==> config.mk <==
export PLATFORM = sky130hd
export DESIGN_NAME = id_ring_tracker_flat
export DESIGN_NICKNAME = d
export VERILOG_FILES = /design/src/rtl/id_ring_tracker_if.sv /design/src/rtl/id_ring_tracker.sv /design/src/flat_wrapper.sv
export SDC_FILE = /design/constraint.sdc
export NUM_CORES = 1
export LEC_CHECK = 0
export BUFFER_PORTS_ARGS = -buffer_cell sky130_fd_sc_hd__buf_2
export CAP_MARGIN = 20
export CORE_MARGIN = 2
export CORE_UTILIZATION = 50
export DETAILED_ROUTE_END_ITERATION = 8
export GPL_ROUTABILITY_DRIVEN = 0
export PLACE_DENSITY = 0.87
export SETUP_SLACK_MARGIN = 0.2
export SYNTH_ARGS = -nofsm -noshare
export SYNTH_HDL_FRONTEND = slang
export SYNTH_SLANG_ARGS = --single-unit
==> constraint.sdc <==
create_clock -name clk -period 2.8 [get_ports clk]
set_clock_uncertainty 0.2 [all_clocks]
set_input_delay 0.56 -clock clk [delete_from_list [all_inputs] [get_ports clk]]
set_output_delay 0.56 -clock clk [all_outputs]
set_load 0.01 [all_outputs]
==> src/rtl/id_ring_tracker_if.sv <==
// id_ring_tracker_if
//   Bundles the issue, writeback and retire signals of the ID ring tracker.
//   Parameters must match those of the id_ring_tracker instance it connects to.
//   slave modport  : tracker side (takes requests, drives grants/retire/status)
//   master modport : issue/commit side (drives requests, observes the tracker)
//   Signals:
//     flush, alloc_req, wb_valid, wb_id       -> tracker
//     alloc_ack, alloc_id, retire,
//     inflight_count, empty, full             <- tracker
interface id_ring_tracker_if #(
  parameter int MAX_IDS      = 8,
  parameter int RETIRE_PORTS = 2
);
  localparam int ID_W  = $clog2(MAX_IDS);
  localparam int CNT_W = $clog2(RETIRE_PORTS + 1);

  typedef logic [ID_W-1:0] id_t;

  typedef struct packed {
    logic             valid;
    id_t              phys_id;
    logic [CNT_W-1:0] count;
  } retire_packet_t;

  logic           flush;
  logic           alloc_req;
  logic           alloc_ack;
  id_t            alloc_id;
  logic           wb_valid;
  id_t            wb_id;
  retire_packet_t retire;
  logic [ID_W:0]  inflight_count;
  logic           empty;
  logic           full;

  modport slave (
    input  flush, alloc_req, wb_valid, wb_id,
    output alloc_ack, alloc_id, retire, inflight_count, empty, full
  );

  modport master (
    output flush, alloc_req, wb_valid, wb_id,
    input  alloc_ack, alloc_id, retire, inflight_count, empty, full
  );
endinterface

==> src/rtl/id_ring_tracker.sv <==
// id_ring_tracker
//   Circular allocator for in-flight instruction IDs. IDs are granted in ring
//   order at the tail, marked done by writeback in any order, and retired in
//   order from the head, up to RETIRE_PORTS per cycle.
//   Ports:
//     clk  : sole clock, rising edge
//     rst  : synchronous active-high reset (behaves like flush, highest priority)
//     bus  : id_ring_tracker_if.slave (flush, alloc, writeback, retire, status)
module id_ring_tracker #(
  parameter int MAX_IDS      = 8,
  parameter int RETIRE_PORTS = 2
) (
  input logic               clk,
  input logic               rst,
  id_ring_tracker_if.slave  bus
);
  localparam int ID_W  = $clog2(MAX_IDS);
  localparam int PTR_W = ID_W + 1;
  localparam int CNT_W = $clog2(RETIRE_PORTS + 1);

  logic [PTR_W-1:0]   head_q, head_d;
  logic [PTR_W-1:0]   tail_q, tail_d;
  logic [PTR_W-1:0]   count_q, count_d;
  logic [MAX_IDS-1:0] done_q, done_d;

  logic               full_w;
  logic               alloc_ack_w;
  logic [ID_W-1:0]    head_idx;
  logic [ID_W-1:0]    tail_idx;
  logic [ID_W-1:0]    wb_offset;
  logic               wb_hit;
  logic [CNT_W-1:0]   ret_cnt;

  assign head_idx = head_q[ID_W-1:0];
  assign tail_idx = tail_q[ID_W-1:0];
  assign full_w   = (count_q == PTR_W'(MAX_IDS));

  // Full is judged on the registered count, so a retire in this same cycle
  // cannot open a slot for allocation until the next cycle.
  assign alloc_ack_w = bus.alloc_req & ~full_w & ~bus.flush & ~rst;

  // An ID is in flight when its ring distance from head is below the count.
  assign wb_offset = bus.wb_id - head_idx;
  assign wb_hit    = bus.wb_valid && ({1'b0, wb_offset} < count_q);

  // Retire group: run of consecutive done slots starting at head, stopping at
  // the first not-done slot, the port limit, or the in-flight count.
  always_comb begin
    logic            run;
    logic [ID_W-1:0] slot;
    ret_cnt = '0;
    run     = 1'b1;
    slot    = '0;
    for (int i = 0; i < RETIRE_PORTS; i++) begin
      slot = head_idx + ID_W'(i);
      if (run && done_q[slot] && (PTR_W'(i) < count_q)) begin
        ret_cnt = ret_cnt + CNT_W'(1);
      end else begin
        run = 1'b0;
      end
    end
  end

  always_comb begin
    head_d  = head_q;
    tail_d  = tail_q;
    count_d = count_q;
    done_d  = done_q;
    if (bus.flush) begin
      head_d  = '0;
      tail_d  = '0;
      count_d = '0;
      done_d  = '0;
    end else begin
      head_d  = head_q + PTR_W'(ret_cnt);
      tail_d  = tail_q + PTR_W'(alloc_ack_w);
      count_d = count_q + PTR_W'(alloc_ack_w) - PTR_W'(ret_cnt);
      // Order matters: a duplicate writeback to a slot retiring this cycle
      // must not leave a stale done bit behind, so the retire clear wins.
      if (wb_hit) begin
        done_d[bus.wb_id] = 1'b1;
      end
      for (int i = 0; i < RETIRE_PORTS; i++) begin
        if (CNT_W'(i) < ret_cnt) begin
          done_d[head_idx + ID_W'(i)] = 1'b0;
        end
      end
      if (alloc_ack_w) begin
        done_d[tail_idx] = 1'b0;
      end
    end
  end

  always_ff @(posedge clk) begin
    if (rst) begin
      head_q  <= '0;
      tail_q  <= '0;
      count_q <= '0;
      done_q  <= '0;
    end else begin
      head_q  <= head_d;
      tail_q  <= tail_d;
      count_q <= count_d;
      done_q  <= done_d;
    end
  end

  assign bus.alloc_ack      = alloc_ack_w;
  assign bus.alloc_id       = tail_idx;
  assign bus.retire         = {(ret_cnt != '0), head_idx, ret_cnt};
  assign bus.inflight_count = count_q;
  assign bus.empty          = (count_q == '0);
  assign bus.full           = full_w;
endmodule

==> src/flat_wrapper.sv <==
// flat-port wrapper written by rule: the top's interface ports become plain ports
module id_ring_tracker_flat 
#(
  parameter int MAX_IDS      = 8,
  parameter int RETIRE_PORTS = 2
)
  (clk, rst, bus_flush, bus_alloc_req, bus_wb_valid, bus_wb_id, bus_alloc_ack, bus_alloc_id, bus_retire, bus_inflight_count, bus_empty, bus_full);
  id_ring_tracker_if #(.MAX_IDS(MAX_IDS), .RETIRE_PORTS(RETIRE_PORTS)) bus_i ();
  input logic clk;
  input logic rst;
  input wire logic [$bits(bus_i.flush)-1:0] bus_flush;
  input wire logic [$bits(bus_i.alloc_req)-1:0] bus_alloc_req;
  input wire logic [$bits(bus_i.wb_valid)-1:0] bus_wb_valid;
  input wire logic [$bits(bus_i.wb_id)-1:0] bus_wb_id;
  output wire logic [$bits(bus_i.alloc_ack)-1:0] bus_alloc_ack;
  output wire logic [$bits(bus_i.alloc_id)-1:0] bus_alloc_id;
  output wire logic [$bits(bus_i.retire)-1:0] bus_retire;
  output wire logic [$bits(bus_i.inflight_count)-1:0] bus_inflight_count;
  output wire logic [$bits(bus_i.empty)-1:0] bus_empty;
  output wire logic [$bits(bus_i.full)-1:0] bus_full;
  assign bus_i.flush = bus_flush;
  assign bus_i.alloc_req = bus_alloc_req;
  assign bus_i.wb_valid = bus_wb_valid;
  assign bus_i.wb_id = bus_wb_id;
  assign bus_alloc_ack = bus_i.alloc_ack;
  assign bus_alloc_id = bus_i.alloc_id;
  assign bus_retire = bus_i.retire;
  assign bus_inflight_count = bus_i.inflight_count;
  assign bus_empty = bus_i.empty;
  assign bus_full = bus_i.full;
  id_ring_tracker #(.MAX_IDS(MAX_IDS), .RETIRE_PORTS(RETIRE_PORTS)) u_core (.clk(clk), .rst(rst), .bus(bus_i));
endmodule
* Word-level counts from Yosys, hierarchy flattened
Cells that the tools add are included.
Storage, ports and cells: bits of input ports 8, output and inout port bits 16, flip-flop bits (word level) 20, logic and storage cells 71
Operators by class: add/sub/neg operators 7, bitwise operators 13, order comparisons 13, reduce and logical (&&, ||, !) cells 11, equal/unequal tests 1, multiplexer cells 22
Operators with widths (number):
- $mux 8 | 7
- $and 8x8->8 | 3
- $not 8->8 | 3
- $lt 3x4->1 const B | 4
- $demux 1 s3 | 4
- $ge 3x1->1 const B | 4
- $add 4x1->4 | 2
- $logic_and 1x1->1 | 8
- $lt 1x4->1 const A | 2
- $mux 1 | 8
- $or 8x8->8 | 1
- $bmux 1 s3 | 2
- $add 4x2->4 | 1
- $eq 4x4->1 const B | 1
- $logic_not 4->1 | 1
- $lt 1x2->1 const A | 2
- $lt 3x4->1 | 1
- $sub 4x2->4 | 1
- $add 3x1->3 const B | 1
- $and 1x1->1 | 3
- $not 1->1 | 3
- $sub 3x3->3 | 1
- $add 2x1->2 const B | 1
- $mux 2 | 1
- 2 further kinds | 2

* Logic depth before layout (Yosys ltp)
Gate-level depths: netlist of run 1.
word-level depth 15, gate-level depth with buffers 13, depth with buffers taken out 13

* Least setup slack after synthesis of run 1
OpenSTA, ideal clock, no wires.
path kind reg2reg, from reg u_core.head_q[1], to reg u_core.count_q[2], in the netlist u_core.bus.inflight_count[2], stages on the path, launching flop included 14, library setup time 124 ps, setup slack -347 ps, data required time 2476 ps, period minus slack after synthesis 3147 ps, arrival 2823 ps, buffers on the path 1, path through dfxtp_1 buf_6 mux4_2 nand2b_1 and3_4 nor2_1 ha_1 ha_1 inv_1 ha_1 inv_1 fa_1 xor2_1 nor2_1
Between the ends: cells in the longest elaborated chain, start to end 8, elaborated cells on any way between the ends 13, those cells by class add/sub (3); mux (7); reduce/logical (3)
RTL lines:
- from (decl) | RTL line id_ring_tracker.sv:21 | logic [PTR_W-1:0] head_q, head_d;
- from (signal assigned) | RTL line id_ring_tracker.sv:96 | head_q <= '0;
- from (signal assigned) | RTL line id_ring_tracker.sv:101 | head_q <= head_d;
- branches (longest 6 deep; another with $add 3x1->3)
- $mux 2 * | RTL line id_ring_tracker.sv:56 | if (run && done_q[slot] && (PTR_W'(i) < count_q)) begin
- net bus_retire[0] | RTL line flat_wrapper.sv:17 | output wire logic [$bits(bus_i.retire)-1:0] bus_retire;
- $sub 4x2->4 * | RTL line id_ring_tracker.sv:77 | count_d = count_q + PTR_W'(alloc_ack_w) - PTR_W'(ret_cnt);
- to (signal assigned) | RTL line id_ring_tracker.sv:103 | count_q <= count_d;
- to (decl) | RTL line id_ring_tracker.sv:23 | logic [PTR_W-1:0] count_q, count_d;
Mark *: on every way through the listed nets, which the timed path passes. The select of a mux whose other input is x is not followed. A chain may end at the register's enable or synchronous reset.

* Final worst setup path of run 1
from reg u_core.head_q[0], to reg u_core.count_q[2], in the netlist u_core.bus.inflight_count[2]
Between the ends: cells in the longest elaborated chain, start to end 8, elaborated cells on any way between the ends 13, those cells by class add/sub (3); mux (7); reduce/logical (3)
RTL lines (RTL line):
- branches (longest 6 deep; another with $add 3x1->3)
- $mux 2 * | id_ring_tracker.sv:56
- $sub 4x2->4 * | id_ring_tracker.sv:77
Mark *: on every way between the ends. The select of a mux whose other input is x is not followed.

==> summary.md, run 1 <==
| Metric | Value |
|---|---|
| Status | complete, but fails checks |
| Failing checks | setup timing |
| Global-route usage over all layers | between 20 and 30% |
| Setup TNS | -0.241 ns |
| Combinational power share | approximately an eighth |
| Hold Crit Class | flop to flop |
| Die area | 0.00324 mm2 |
| CTS H-tree depth | 1 |
| Global-route wire length before repair | about 7.1 mm |
| Int Pwr | around 0.00036 W |
| Routed Antenna Nets | 0 |
| Switch Pwr | around 0.00013 W |
| Number of synthesized flops with an enable pin | 0 |
| Simple-gate portion of the synthesized area | 24.8% |
| Antenna cells | 0 |
| Final setup margin | -0.0910 ns |
| LEAKAGE | 0.767 nW |
| I/O pins | 24 |
| Max Freq | between 0.3 and 0.4 GHz |
| Routed vias | 1,433 |
| CP max FO | 7 |
| Most numerous cell in the Yosys netlist | dfxtp_1 |
| DRC viols | 0 |
| Multiplexer area fraction after synthesis | 7.15% |
| Initial core utilization | about half |
| WHS | between 0.3 and 0.4 ns |
| Worst setup SP type | flop |
| Area of the core | 0.00271 mm2 |
| Cts hold-fix bufs | 0 |
| Setup crit end kind | flop |
| Grt ovf | 0 |
| Complex-gate fraction of the synthesized area | 13.4% |
| Synth area leaders | dfxtp_1 26%, ha_1 13%, mux4_2 4.8% |
| Drt wl/cell | 19.8 um |
| Post-Syn Instances | between 150 and 200 |
| Mapped Nets | 179 |
| Share of the synthesized area in the top cell type | around 26% |
| Synth warnings | 0 |
| Worst endpoint required time | approximately 2.9 ns |
| Final setup fails | 3 |
| Clk slew on worst S/H paths | 0.11 ns |
| Yosys reg bits | 18 |
| Cell area power density | approximately 250 mW/mm2 |
| Area Growth Syn to Fin | 40.7% |
| PortBufs | 23 |
| Slew @ Worst Pin | a little over 0.7 ns |
| TritonCTS clock tree | yes |
| Met3 Use GR | 6.91% |
| Initial antenna violation count | 0 |
| Fin nets | 224 |
| Post-synthesis sequential area ratio | ~26% |
| Die Width | around 57 um |
| Die height | about 57 um |
| Max Cap Violations | 0 |
| Clk sinks | 18 |
| Final WL | 4.52 mm |
| Fin. max-slew vios | 0 |
| Clock share of power | between 30% and 40% |
| Post-synth top cells | 18 x dfxtp_1, 15 x ha_1, 14 x inv_1 |
| Worst skew pair latency | slightly above 0.3 ns |
| Hpwl dp | between 2 and 3 mm |
| Period utilization | 103% |
| Avg Synthesized Cell Area | between 9 and 10 um2 |
| Vias in the first global route | roughly 1,500 |
| Hold Vio Cnt, Final | 0 |
| RSZ-0062 raised after global routing | true |
| Largest family of logic cells by synthesized area | simple AND/OR/NAND/NOR gates |
| Largest net degree at the start of global routing | 12 |
| Gr busiest metal | met2 |
| Num CTS Buffers | 3 |
| Worst rel slew slack | between 50% and 60% |
| Crit path DAT | 2.94 ns |
| Share of layout cells above drive strength 1 | 50.3% |
| Switching share of power | 26.5% |
| Drt pass-1 iters | 4 |
| Crit Path Class | flop to flop |
| Cell Area, Synth | about 0.0014 mm2 |
| Crit path time final | between 2 and 3 ns |
| Std cell rows | 19 |
| Ys async rst share | 0% |
| Clock Tree Root | clkbuf_4 |
| Maximum VDD drop | around 250 uV |
| Top FF cell, synth | dfxtp_1 |
| Met2 Use GR | around half |
| Adder-cell share of the synthesized area | 17.7% |
| Total power | just under 0.0005 W |
| Met1 Use GR | 32.2% |
| Register share of total power | 52.8% |
| Xor and xnor area share after synthesis | between 4 and 5% |
| DRT iter0 DRCs | 60 |
| Distinct cells, synth | 45 |
| Drt via density | about 6.3 |
| Max Root-Sink Buffers | 2 |
| Top cell type by total area after synthesis | dfxtp_1 |
power by group through the flow:
stage	combinational [W]	sequential, W	clock (W)
final	0.0000579	0.000258	0.000173
after CTS	0.0000515	0.000258	0.000168
after floorplan	0.0000272	0.000264	0
after global routing	0.0000620	0.000258	0.000184
after global placement	0.0000458	0.000264	0
after detailed placement	0.0000484	0.000264	0
logic make-up (layout without fill, tap and decap cells):
family / count (synthesis) / count (layout)
AO/OA/AOI/OAI: 26 / 26
XOR/XNOR: 7 / 7
adder cells (fa/ha/maj): 18 / 18
buffers and inverters: 21 / 65
flip-flops: 18 / 18
multiplexers: 6 / 6
AND/OR/NAND/NOR: 57 / 57
layout by cell type (no fill, tap or decap), types with 2 or more instances in the layout:
cell type   n
o311ai_0    2
xnor2_2     2
o221ai_1    4
dfxtp_4     2
dfxtp_1    15
ha_4        7
nand3b_2    2
o21ai_0     2
nand3b_1    2
a31oi_4     2
ha_1        8
buf_4      21
buf_6       5
fa_2        3
nand3_1     3
a21boi_1    2
nor3_1      3
nor3b_1     2
nor3_2      5
nand2b_1    5
clkbuf_4    3
and2_1      5
nor2_2      2
inv_2       6
inv_1       8
xnor2_1     3
nand2_1     5
mux4_2      3
nor2_1     11
and3_1      2
buf_2      21
a31oi_1     7
repair_timing:
action	CTS	global route
pin swaps	15	9
setup buffers	6	1
gates resized for setup	19	15
endpoints found under the setup margin	15	16
path summary, 6_finish.rpt:
check / from / endpoint / slack (ns) / cells past startpoint
setup / recovery: u_core.head_q[0] / u_core.bus.inflight_count[2] / -0.09 / 12
hold / removal: u_core.done_q[4] / u_core.done_q[4] / 0.39 / 2
setup reg to reg: u_core.head_q[0] / u_core.bus.inflight_count[2] / -0.09 / 12
hold reg to reg: u_core.done_q[4] / u_core.done_q[4] / 0.39 / 2
metrics by stage:
stage	worst slack, ns	instance area (um2)	utilization [%]	instances
floorplan	-0.0929	1470	-	153
global placement	-0.0785	1710	63.0	217
detailed placement	-0.174	1710	63.0	217
CTS	-0.0503	1890	69.7	227
global route	-0.154	1970	72.7	228
finish	-0.0910	1970	72.7	228
flip-flops by register name, indices dropped and copies added, names as in the netlist:
signal	count
u_core.tail_q	3
u_core.done_q	8
u_core.bus.inflight_count	4
u_core.head_q	3
routing by layer:
metal  up-vias  share of wire (%)
li1        640                  -
met1       714                 37
met2        62                 54
met3        17                5.9
met4         0                3.2
met5         -                  0
worst max-delay path: stages (launching register included):
cell	delay, ns
dfxtp_4	0.40
ha_4	0.29
mux4_2	0.33
mux2i_4	0.20
a211oi_4	0.07
ha_4	0.30
ha_4	0.19
inv_2	0.06
ha_4	0.13
inv_2	0.03
fa_2	0.35
xor2_2	0.15
nor2_1	0.12
final cells by class:
cell class	instances	area (um2)
flip-flops and latches	18	369
fillers	182	741
well taps	31	38.8
repair buffers	47	319
multi-input cells	114	1150
clock buffers	4	36.3
inverters	14	52.6
(Power assumes the default switching activity.)
==> run 2, diff against run 1 <==
ABC_AREA = 1   (was default)
BUFFER_PORTS_ARGS = -buffer_cell sky130_fd_sc_hd__buf_4   (was -buffer_cell sky130_fd_sc_hd__buf_2)
CORE_UTILIZATION = 51   (was 50)
CTS_CLUSTER_DIAMETER = 40   (was default)
PLACE_DENSITY = 0.88   (was 0.87)
==> run 2 against run 1 <==
Global-route usage decreased by 0.47 points; total power shrank 4.5%; utilization increased by 3.8 points; worst hold slack got worse by 0.0042 ns; non-clock buffer count rose by 5; routed wire length is 8.0% higher; the flow still finishes with violations (setup timing); clock power down 17%; first-iteration DRC count increased by 150%; critical path type unchanged; sequential share of layout area shrank 2.7 points; sequential power barely moved; largest cell class unchanged; register-to-register slack better by 0.07 ns; worst setup slack gained 0.074 ns.
==> summary.md, run 2 <==
| Metric | Value |
|---|---|
| I/O pins | 24 (unchanged) |
| CP max FO | 5 (was 7) |
| Max Freq | 0.355 GHz (was 0.346 GHz) |
| Max Cap Violations | 0 (unchanged) |
| CP dominant cell by count | ha_4 (unchanged) |
| Largest net degree at the start of global routing | 14 (was 12) |
| Maximum VDD drop | 276 uV (was 252 uV) |
| Hold Vio Cnt, Final | 0 (unchanged) |
| Slew @ Worst Pin | 0.301 ns (was 0.711 ns) |
| DRC viols | 0 (unchanged) |
| Hold wc startpoint | u_core.done_q[5] (was u_core.done_q[4]) |
| Initial core utilization | 52.5% (was 51.7%) |
| Antenna cells | 0 (unchanged) |
| Final WL | 4.89 mm (was 4.52 mm) |
| R2r startpoint | u_core.head_q[0] (unchanged) |
| Number of synthesized flops with an enable pin | 0 (unchanged) |
| Worst skew pair latency | 0.31 ns (about the same) |
| RSZ-0062 raised after global routing | true (unchanged) |
| Fin nets | 326 (was 224) |
| Post-DP Area | 0.00195 mm2 (was 0.00171 mm2) |
| Number of flip-flops in the largest register | 8 (unchanged) |
| Routed vias | 1,832 (was 1,433) |
| Cell area power density | 203 mW/mm2 (was 248 mW/mm2) |
| Most common cell after layout, fill and taps aside | nor2_1 |
| Post-synth top cells | 52 x nor2_1, 44 x nand2_1, 42 x inv_1 (was 18 x dfxtp_1, 15 x ha_1, 14 x inv_1) |
| PortBufs | 23 (unchanged) |
| Setup crit end kind | flop (unchanged) |
| Mapped Nets | 277 (was 179) |
| Crit path DAT | 2.82 ns (was 2.94 ns) |
| Clk sinks | 18 (unchanged) |
| Largest stage delay, worst path | 0.52 ns (was 0.40 ns) |
| CP cell instances | ha_4 > inv_4 > nand2_4 > nand2_4 > buf_4 > nand3_1 > nand4_1 > nor2_4 > ha_4 > ha_4 > inv_2 > ha_4 > inv_2 > fa_2 > nor2_1 (was ha_4 > mux4_2 > mux2i_4 > a211oi_4 > ha_4 > ha_4 > inv_2 > ha_4 > inv_2 > fa_2 > xor2_2 > nor2_1) |
| Area Growth Syn to Fin | 45.8% (was 40.7%) |
| Die area | 0.00355 mm2 (was 0.00324 mm2) |
| Area of the core | 0.00300 mm2 (was 0.00271 mm2) |
| Fin. max-slew vios | 0 (unchanged) |
| Top FF cell, synth | dfxtp_1 (unchanged) |
| Top cell type by total area after synthesis | dfxtp_1 (unchanged) |
| Final setup fails | 2 (was 3) |
| Final setup margin | -0.0165 ns (was -0.0910 ns) |
| Drt wl/cell | 14.7 um (was 19.8 um) |
| LEAKAGE | 1.04 nW (was 0.767 nW) |
| Grt ovf | 0 (unchanged) |
| Cell Area, Synth | 0.00158 mm2 (was 0.00140 mm2) |
| Distinct cells, synth | 24 (was 45) |
| Die Width | 59.6 um (was 56.9 um) |
| Crit path time final | 2.82 ns (was 2.89 ns) |
| Post-Syn Instances | 251 (was 153) |
| Failing checks | setup timing (unchanged) |
| Initial antenna violation count | 0 (unchanged) |
| Drt via density | 5.52 (was 6.29) |
| Global-route wire length before repair | 7.58 mm (was 7.05 mm) |
| Post-synthesis sequential area ratio | 22.9% (was 25.7%) |
| Worst setup SP type | flop (unchanged) |
| Num CTS Buffers | 3 (unchanged) |
| Status | complete, but fails checks (unchanged) |
| Total power | 0.000466 W (was 0.000488 W) |
| Post-route cell area | 0.00230 mm2 (was 0.00197 mm2) |
| FILL cells | 220 (was 182) |
| Share of the synthesized area in the top cell type | 22.9% (was 25.7%) |
| Clock Tree Root | clkbuf_4 (unchanged) |
| CTS H-tree depth | 1 (unchanged) |
| Period utilization | 101% (was 103%) |
| Share of layout cells above drive strength 1 | 36.8% (was 50.3%) |
| TritonCTS clock tree | yes (unchanged) |
| Register area | 369 um2 (unchanged) |
| Vias in the first global route | 1,807 (was 1,476) |
| Avg Synthesized Cell Area | 6.28 um2 (was 9.15 um2) |
| DRT iter0 DRCs | 148 (was 60) |
| Max Root-Sink Buffers | 2 (unchanged) |
| Synth area leaders | dfxtp_1 23%, nor2_1 12%, ha_1 12% (was dfxtp_1 26%, ha_1 13%, mux4_2 4.8%) |
| Die height | 59.6 um (was 56.9 um) |
| Clk slew on worst S/H paths | 0.12 ns (was 0.11 ns) |
| Setup TNS | -0.0296 ns (was -0.241 ns) |
| Hold Crit Class | flop to flop (unchanged) |
| Cts hold-fix bufs | 0 (unchanged) |
| Routed Antenna Nets | 0 (unchanged) |
| Crit Path Class | flop to flop (unchanged) |
| Global-route usage over all layers | 28.2% (was 28.6%) |
| Crit path launch | u_core.head_q[0] (unchanged) |
| Most numerous cell in the Yosys netlist | nor2_1 (was dfxtp_1) |
| Yosys reg bits | 18 (unchanged) |
| Critical path's slowest cell | fa_2 (was dfxtp_4) |
| Hpwl dp | 3.15 mm (was 3.00 mm) |
| Worst endpoint required time | 2.81 ns (was 2.85 ns) |
| Ys async rst share | 0% (unchanged) |
| Largest Register | u_core.done_q (unchanged) |
| Most frequent cells in the layout | 47 x nor2_1, 44 x buf_4, 35 x nand2_1 (was 21 x buf_2, 21 x buf_4, 15 x dfxtp_1) |
| Worst rel slew slack | 79.9% (was 52.0%) |
| Std cell rows | 20 (was 19) |
| Multi-input gate area | 0.00122 mm2 (was 0.00115 mm2) |
| Synth warnings | 0 (unchanged) |
| Drt pass-1 iters | 5 (was 4) |
-- run 2: changes by cell type in the layout (fill, tap and decap cells not counted), moves of 15 or more --
cell | previous run | this run
inv_1 | 8 | 31
buf_4 | 21 | 44
nand4_1 | 1 | 16
nand2_1 | 5 | 35
buf_2 | 21 | 0
nand3_1 | 3 | 21
nor2_1 | 11 | 47
-- run 2: kinds of logic after synthesis --
logic type / count (synthesis) / share of synthesized area (%)
compound gates: 14 / 4.92
xor+xnor: 5 / 2.78
fa+ha+maj: 18 / 15.7
buf+inv: 53 / 14.0
flops: 18 / 22.9
simple gates: 143 / 39.7
-- run 2: worst max-delay path: cells and delay by family (launching register included) --
family	cells	cell delay, ns
flip-flops	1	0.42
adder cells (fa/ha/maj)	5	1.27
buffers and inverters	4	0.29
AND/OR/NAND/NOR	6	0.54
-- run 2: power breakdown --
group          switching [W]  internal, W  leakage (nW)
Combinational      0.0000379    0.0000268         0.878
Sequential        0.00000224     0.000256         0.147
Clock              0.0000918    0.0000521        0.0154
Total               0.000132     0.000334          1.04
-- run 2: metal layers --
metal  GRT usage (%)  up-vias  wire, um
met3            8.30       20       301
met4            9.84        0       190
met2            51.6       74      2510
met1            30.5      847      1890
li1                -      891         -
met5               0        -         0
-- run 2: final timing paths --
path | to | slack, ns | cells past startpoint
worst max-delay path | u_core.bus.inflight_count[1] | -0.02 | 15
worst max register to register | u_core.bus.inflight_count[1] | -0.02 | 15
worst min register to register | u_core.done_q[5] | 0.39 | 4
worst min-delay path | u_core.done_q[5] | 0.39 | 4
-- run 2: layout make-up --
cell class	count	area share, %
Clock buffer	3	0.980
Clock inverter	1	0.163
Inverter	45	7.79
Multi-Input combinational cell	180	53.1
Sequential cell	18	16.1
Tap cell	33	1.80
Timing Repair Buffer	52	20.2
-- run 2: per-stage QoR --
step	hold slack, ns	cells	utilization [%]	worst slack, ns
after floorplan	0.344	251	-	0.108
after global placement	0.370	313	65.1	0.00523
after detailed placement	0.385	313	65.1	-0.0468
after CTS	0.386	330	73.5	0.0766
after global routing	0.418	332	76.5	-0.0976
final	0.386	332	76.5	-0.0165
-- run 2: what timing repair did --
action,in CTS,in global routing
resized for setup,32,18
pin swaps,26,21
endpoints found under the setup margin,13,16
setup buffers,12,2
cloned,1,0
